==> src/rtl/float_alu_pkg.sv <==
// Shared FloatALU opcodes, sequencer state encoding and float constants.
package float_alu_pkg;

    localparam logic [1:0] OP_ADD = 2'b00;
    localparam logic [1:0] OP_SUB = 2'b01;
    localparam logic [1:0] OP_MUL = 2'b10;
    localparam logic [1:0] OP_DIV = 2'b11;

    localparam logic [31:0] FP_ZERO = 32'h0000_0000;
    localparam logic [31:0] FP_ONE  = 32'h3F80_0000;

    typedef enum logic [2:0] {
        S_IDLE,
        S_FETCH,
        S_MUL,
        S_ACC,
        S_DONE
    } state_t;

endpackage

==> src/rtl/float_dot_seq_if.sv <==
// Bundle of job control, operand memory and FloatALU signals for float_dot_seq.
interface float_dot_seq_if #(
    parameter int ADDR_W = 10
);
    logic              start;
    logic [ADDR_W-1:0] len;
    logic [31:0]       bias;
    logic              rd_en;
    logic [ADDR_W-1:0] rd_addr;
    logic [31:0]       x_data;
    logic [31:0]       w_data;
    logic [31:0]       alu_n1;
    logic [31:0]       alu_n2;
    logic [1:0]        alu_oper;
    logic [31:0]       alu_result;
    logic              alu_ovf;
    logic              alu_unf;
    logic              alu_exc;
    logic              busy;
    logic              done;
    logic [31:0]       result;
    logic              err;

    // Sequencer side
    modport slave (
        input  start, len, bias, x_data, w_data,
        input  alu_result, alu_ovf, alu_unf, alu_exc,
        output rd_en, rd_addr, alu_n1, alu_n2, alu_oper,
        output busy, done, result, err
    );

    // Layer controller / memory / ALU side
    modport master (
        output start, len, bias, x_data, w_data,
        output alu_result, alu_ovf, alu_unf, alu_exc,
        input  rd_en, rd_addr, alu_n1, alu_n2, alu_oper,
        input  busy, done, result, err
    );
endinterface

==> src/rtl/float_dot_seq.sv <==
// Single-neuron dot-product sequencer: bias + sum(x[i]*w[i]) using one shared
// external FloatALU, alternating MUL and ADD, three cycles per term.
module float_dot_seq
    import float_alu_pkg::*;
#(
    parameter int ADDR_W = 10,
    parameter bit RELU   = 1'b0
) (
    input logic            clk,
    input logic            rst,
    float_dot_seq_if.slave bus
);

    state_t            state, state_next;
    logic [ADDR_W-1:0] len_q;
    logic [ADDR_W-1:0] idx;
    logic [31:0]       acc;
    logic [31:0]       prod;
    logic [31:0]       result_q;
    logic              err_q;
    logic              last_term;
    logic              alu_flag;

    assign last_term = (idx == len_q - ADDR_W'(1));
    assign alu_flag  = bus.alu_ovf | bus.alu_unf | bus.alu_exc;

    always_ff @(posedge clk or posedge rst) begin
        if (rst) begin
            state <= S_IDLE;
        end else begin
            state <= state_next;
        end
    end

    always_comb begin
        state_next   = state;
        bus.rd_en    = 1'b0;
        bus.rd_addr  = '0;
        bus.alu_n1   = FP_ZERO;
        bus.alu_n2   = FP_ZERO;
        bus.alu_oper = OP_ADD;
        bus.busy     = (state != S_IDLE);
        bus.done     = 1'b0;
        unique case (state)
            S_IDLE: begin
                if (bus.start) begin
                    state_next = (bus.len == '0) ? S_DONE : S_FETCH;
                end
            end
            S_FETCH: begin
                bus.rd_en   = 1'b1;
                bus.rd_addr = idx;
                state_next  = S_MUL;
            end
            S_MUL: begin
                bus.alu_n1   = bus.x_data;
                bus.alu_n2   = bus.w_data;
                bus.alu_oper = OP_MUL;
                state_next   = S_ACC;
            end
            S_ACC: begin
                bus.alu_n1   = acc;
                bus.alu_n2   = prod;
                bus.alu_oper = OP_ADD;
                state_next   = last_term ? S_DONE : S_FETCH;
            end
            S_DONE: begin
                bus.done   = 1'b1;
                state_next = S_IDLE;
            end
            default: state_next = S_IDLE;
        endcase
    end

    always_ff @(posedge clk or posedge rst) begin
        if (rst) begin
            len_q    <= '0;
            idx      <= '0;
            acc      <= '0;
            prod     <= '0;
            result_q <= '0;
            err_q    <= 1'b0;
        end else begin
            unique case (state)
                S_IDLE: begin
                    if (bus.start) begin
                        len_q <= bus.len;
                        acc   <= bus.bias;
                        idx   <= '0;
                        err_q <= 1'b0;
                    end
                end
                S_MUL: begin
                    prod  <= bus.alu_result;
                    err_q <= err_q | alu_flag;
                end
                S_ACC: begin
                    acc   <= bus.alu_result;
                    err_q <= err_q | alu_flag;
                    if (!last_term) begin
                        idx <= idx + ADDR_W'(1);
                    end
                end
                S_DONE: begin
                    // Sign test also maps -0.0 to +0.0 under RELU
                    result_q <= (RELU && acc[31]) ? FP_ZERO : acc;
                end
                default: ;
            endcase
        end
    end

    assign bus.result = result_q;
    assign bus.err    = err_q;

endmodule

==> src/flat_wrapper.sv <==
// flat-port wrapper written by rule: the top's interface ports become plain ports
module float_dot_seq_flat import float_alu_pkg::*;
#(
    parameter int ADDR_W = 10,
    parameter bit RELU   = 1'b0
)
  (clk, rst, bus_start, bus_len, bus_bias, bus_x_data, bus_w_data, bus_alu_result, bus_alu_ovf, bus_alu_unf, bus_alu_exc, bus_rd_en, bus_rd_addr, bus_alu_n1, bus_alu_n2, bus_alu_oper, bus_busy, bus_done, bus_result, bus_err);
  float_dot_seq_if #(.ADDR_W(ADDR_W)) bus_i ();
  input logic clk;
  input logic rst;
  input wire logic [$bits(bus_i.start)-1:0] bus_start;
  input wire logic [$bits(bus_i.len)-1:0] bus_len;
  input wire logic [$bits(bus_i.bias)-1:0] bus_bias;
  input wire logic [$bits(bus_i.x_data)-1:0] bus_x_data;
  input wire logic [$bits(bus_i.w_data)-1:0] bus_w_data;
  input wire logic [$bits(bus_i.alu_result)-1:0] bus_alu_result;
  input wire logic [$bits(bus_i.alu_ovf)-1:0] bus_alu_ovf;
  input wire logic [$bits(bus_i.alu_unf)-1:0] bus_alu_unf;
  input wire logic [$bits(bus_i.alu_exc)-1:0] bus_alu_exc;
  output wire logic [$bits(bus_i.rd_en)-1:0] bus_rd_en;
  output wire logic [$bits(bus_i.rd_addr)-1:0] bus_rd_addr;
  output wire logic [$bits(bus_i.alu_n1)-1:0] bus_alu_n1;
  output wire logic [$bits(bus_i.alu_n2)-1:0] bus_alu_n2;
  output wire logic [$bits(bus_i.alu_oper)-1:0] bus_alu_oper;
  output wire logic [$bits(bus_i.busy)-1:0] bus_busy;
  output wire logic [$bits(bus_i.done)-1:0] bus_done;
  output wire logic [$bits(bus_i.result)-1:0] bus_result;
  output wire logic [$bits(bus_i.err)-1:0] bus_err;
  assign bus_i.start = bus_start;
  assign bus_i.len = bus_len;
  assign bus_i.bias = bus_bias;
  assign bus_i.x_data = bus_x_data;
  assign bus_i.w_data = bus_w_data;
  assign bus_i.alu_result = bus_alu_result;
  assign bus_i.alu_ovf = bus_alu_ovf;
  assign bus_i.alu_unf = bus_alu_unf;
  assign bus_i.alu_exc = bus_alu_exc;
  assign bus_rd_en = bus_i.rd_en;
  assign bus_rd_addr = bus_i.rd_addr;
  assign bus_alu_n1 = bus_i.alu_n1;
  assign bus_alu_n2 = bus_i.alu_n2;
  assign bus_alu_oper = bus_i.alu_oper;
  assign bus_busy = bus_i.busy;
  assign bus_done = bus_i.done;
  assign bus_result = bus_i.result;
  assign bus_err = bus_i.err;
  float_dot_seq #(.ADDR_W(ADDR_W), .RELU(RELU)) u_core (.clk(clk), .rst(rst), .bus(bus_i));
endmodule
==> config.mk <==
export PLATFORM = sky130hd
export DESIGN_NAME = float_dot_seq_flat
export DESIGN_NICKNAME = d
export VERILOG_FILES = /design/src/rtl/float_alu_pkg.sv /design/src/rtl/float_dot_seq_if.sv /design/src/rtl/float_dot_seq.sv /design/src/flat_wrapper.sv
export SDC_FILE = /design/constraint.sdc
export NUM_CORES = 1
export LEC_CHECK = 0
export CORE_MARGIN = 2
export CORE_UTILIZATION = 40
export DETAILED_ROUTE_END_ITERATION = 16
export PLACE_DENSITY = 0.85
export SYNTH_ARGS = -nofsm -noshare
export SYNTH_HDL_FRONTEND = slang
export SYNTH_SLANG_ARGS = --single-unit
==> constraint.sdc <==
create_clock -name clk -period 3.6 [get_ports clk]
set_input_delay 0.72 -clock clk [delete_from_list [all_inputs] [get_ports clk]]
set_output_delay 0.72 -clock clk [all_outputs]
set_load 0.03 [all_outputs]
==> results.yml <==
final_layout:
  nNetsFinal: 1035
  final_cells: 1119
  fin_area_um2: 9830
  drive_above_1_share_pct: 13.1
  final_common_cell: "clkdlybuf4s50_1"
  final_cell_mix: "clkdlybuf4s50_1 (254), dfrtp_1 (119), nor2_1 (108)"
  synthToLayoutAreaGrowth_pct: 54.0
  fill_cells: 1260
timing:
  timing.final.crit_share_pct: 84.1
  rsz0062_at_grt: "no"
  fin_skew_ns: 0.00760
  tightest_slew_ns: 1.14
  setup_viol: 0
  final_hold_viol_count: 0
  slew_violations: 0
  setup_slack_ns: 0.572
  fmax_ghz: 0.330
  final.setup.tns_ns: 0
  whs_ns: 0.483
  slew-limit-headroom_pct: 24.0
  layout_min_cycle_time_ns: 3.03
die:
  num_rows: 46
  die_h_um: 130
  die-area_um2: 17000
  die_w_um: 130
  coreArea_um2: 15700
  start_util_pct: 40.6
  io_pins: 256
global_route:
  grt_max_degree: 121
  grt_pass1_wl_mm: 29.0
  grt.total_usage_pct: 22.1
  gr-total-overflow: 0
  grt_pass1_vias: 5668
  antenna_found_initial: 0
route:
  firstDrtPassIters: 5
  ant_nets: 0
  finalWirelength_mm: 18.8
  drc_errors: 0
  routedWlPerCell_um: 16.8
  drt_iter0_drc: 328
  vias: 5722
  post_drt_via_cell_ratio: 5.11
cts:
  cts_setup_buffers: 0
  numClockSinks: 120
  clk_pin_slew_ns: 0.06
  cts_tree: "done"
  worstSkewPairLatency_ns: 0.41
  cts_buffer_depth: 2
  htree_levels: 4
  cts-resized-gates: 0
  numCtsBuffers: 17
  cts_root_buffer: "clkbuf_16"
  cts_hold_buf: 0
power:
  leakage_uw: 0.00433
  powerDensity_nw_per_um2: 936
  ir_drop_v: 0.000549
place:
  gp_congestion: 0.833
  placed_cells: 1086
  dp_slack_ns: 0.780
  port_buffers: 254
  place_area_um2: 9150
  dpl.hpwl_mm: 13.1
logic_synthesis:
  yosysSeqAreaShare_pct: 47.0
  yosys_warnings: 0
  syn_inst: 654
  ys_seq_elements: 120
  synth_edf_count: 0
  avgSynthCellArea_um2: 9.76
  netlist_area_um2: 6380
  synth_cell_type_count: 45
  synth_ff_type: "dfrtp_1"
  synthArstFlopShare_pct: 100
  syn-num-nets: 800
worst_setup_path:
  crit_chain: "nand2b_2 > buf_4 > nor2_1 > clkdlybuf4s50_1"
  worstSetupPathType: "reg2out"
  crit_buf_inv: 2
  worst_setup_path_end_kind: "output port"
  start_kind: "register"
  cp_top_family: "buffers and inverters"
  required_ns: 2.88
  rr_worst_depth: 6
  r2r-start: "u_core.state[0]$_DFFE_PP0P_"
  timing.rr.end: "u_core.acc[18]$_DFFE_PP0P_"
  r2r_setup_slack_ns: 1.11
  max_stage_delay_ns: 0.73
  crit_cells: 4
  cp_slowest_cell: "clkdlybuf4s50_1"
  crit_arrival_ns: 2.31
  cp_max_fo: 41
worst_hold_path:
  hold_path_startpoint: "u_core.bus.err$_DFFE_PP0P_"
  holdPathStages: 2
  hold_path_class: "reg2reg"
  whs_endpoint: "u_core.bus.err$_DFFE_PP0P_"
flow_run:
  drv_cap: 0
run_status:
  status: "complete, no violations"
-- stage by stage --
stage | utilization [%] | power [µW]
after CTS | 62.5 | 9260
after global placement | 58.2 | 7150
after floorplan | - | 5430
after global routing | 62.5 | 9710
after detailed placement | 58.2 | 7260
final | 62.5 | 9200
-- layout make-up --
type	instances	area [µm²]	area share, %
Multi-Input combinational cell	477	3160	32.2
Sequential cell	120	3010	30.6
Timing Repair Buffer	264	2670	27.1
Clock buffer	18	429	4.37
Tap cell	216	270	2.75
Clock inverter	14	248	2.52
Inverter	9	37.5	0.382
Antenna cell	1	2.50	0.0255
-- worst min-delay path, stage by stage (launching register included) --
cell     delay [ns]
dfrtp_1        0.34
nand2_1        0.05
o21ai_0        0.06
-- sequential cells by signal, summed over array words and instances (netlist names) --
signal	flops
u_core.prod	32
u_core.bus.result	32
u_core.idx	10
u_core.acc	32
u_core.state	3
u_core.bus.err	1
u_core.len_q	10
-- synthesized netlist by cell type (2+ instances only) --
library cell  number  area (µm²)
nand2_1          103         387
nand3_1            6        30.0
mux2i_1           73         731
nand4_1            7        43.8
nand2b_1           6        37.5
a21oi_1            3        15.0
buf_1             10        37.5
ha_1               2        25.0
o211ai_1           2        15.0
buf_6              2        22.5
nor4b_1            2        17.5
nor2b_1            4        25.0
nor3_1             4        20.0
dfrtp_1          120        3000
nor4_1             4        25.0
mux2_2            64         721
o2111ai_1          3        26.3
xor2_1             3        26.3
a31oi_1           34         213
inv_1              9        33.8
xnor2_1            7        61.3
clkbuf_1          34         128
and2_1            13        81.3
a211oi_1           5        37.5
o21ai_0            6        30.0
nor2_1           109         409
-- per-layer routing --
metal / vias up / routed length, µm / track usage, %
met5: - / 0 / 0
met3: 25 / 1260 / 5.74
met1: 2774 / 7510 / 26.3
li1: 2713 / - / -
met2: 210 / 9640 / 38.6
met4: 0 / 371 / 8.22
-- worst max path at each step --
stage	slack [ns]	start	end
floorplan	0.83	u_core.state[0]$_DFFE_PP0P_	bus_rd_addr[0]
global placement	0.79	bus_x_data[12]	bus_alu_n1[12]
detailed placement	0.78	bus_x_data[26]	bus_alu_n1[26]
CTS	0.56	u_core.state[0]$_DFFE_PP0P_	bus_rd_addr[8]
global route	0.47	u_core.state[0]$_DFFE_PP0P_	bus_rd_addr[5]
finish	0.57	u_core.state[2]$_DFFE_PP0P_	bus_alu_n1[26]
-- cell families (layout without fill, tap and decap cells) --
kind of cell             count (synthesis)  count (layout)  share of synthesized area, %
adder cells (fa/ha/maj)                  2               2                         0.392
flip-flops                             120             120                          47.0
AND/OR/NAND/NOR                        265             265                          17.8
multiplexers                           137             137                          22.7
XOR/XNOR                                10              10                          1.37
AO/OA/AOI/OAI                           62              62                          6.94
buffers and inverters                   57             305                          3.67
other                                    1               2                        0.0588
-- where the power goes --
| group | leakage, µW | total, µW | switching, µW | internal, µW |
|---|---|---|---|---|
| combinational | 0.00252 | 4840 | 2720 | 2120 |
| sequential | 0.00148 | 2420 | 515 | 1900 |
| clock | 0.000321 | 1940 | 638 | 1310 |
| total | 0.00433 | 9200 | 3870 | 5320 |
(Power assumes the default switching activity.)
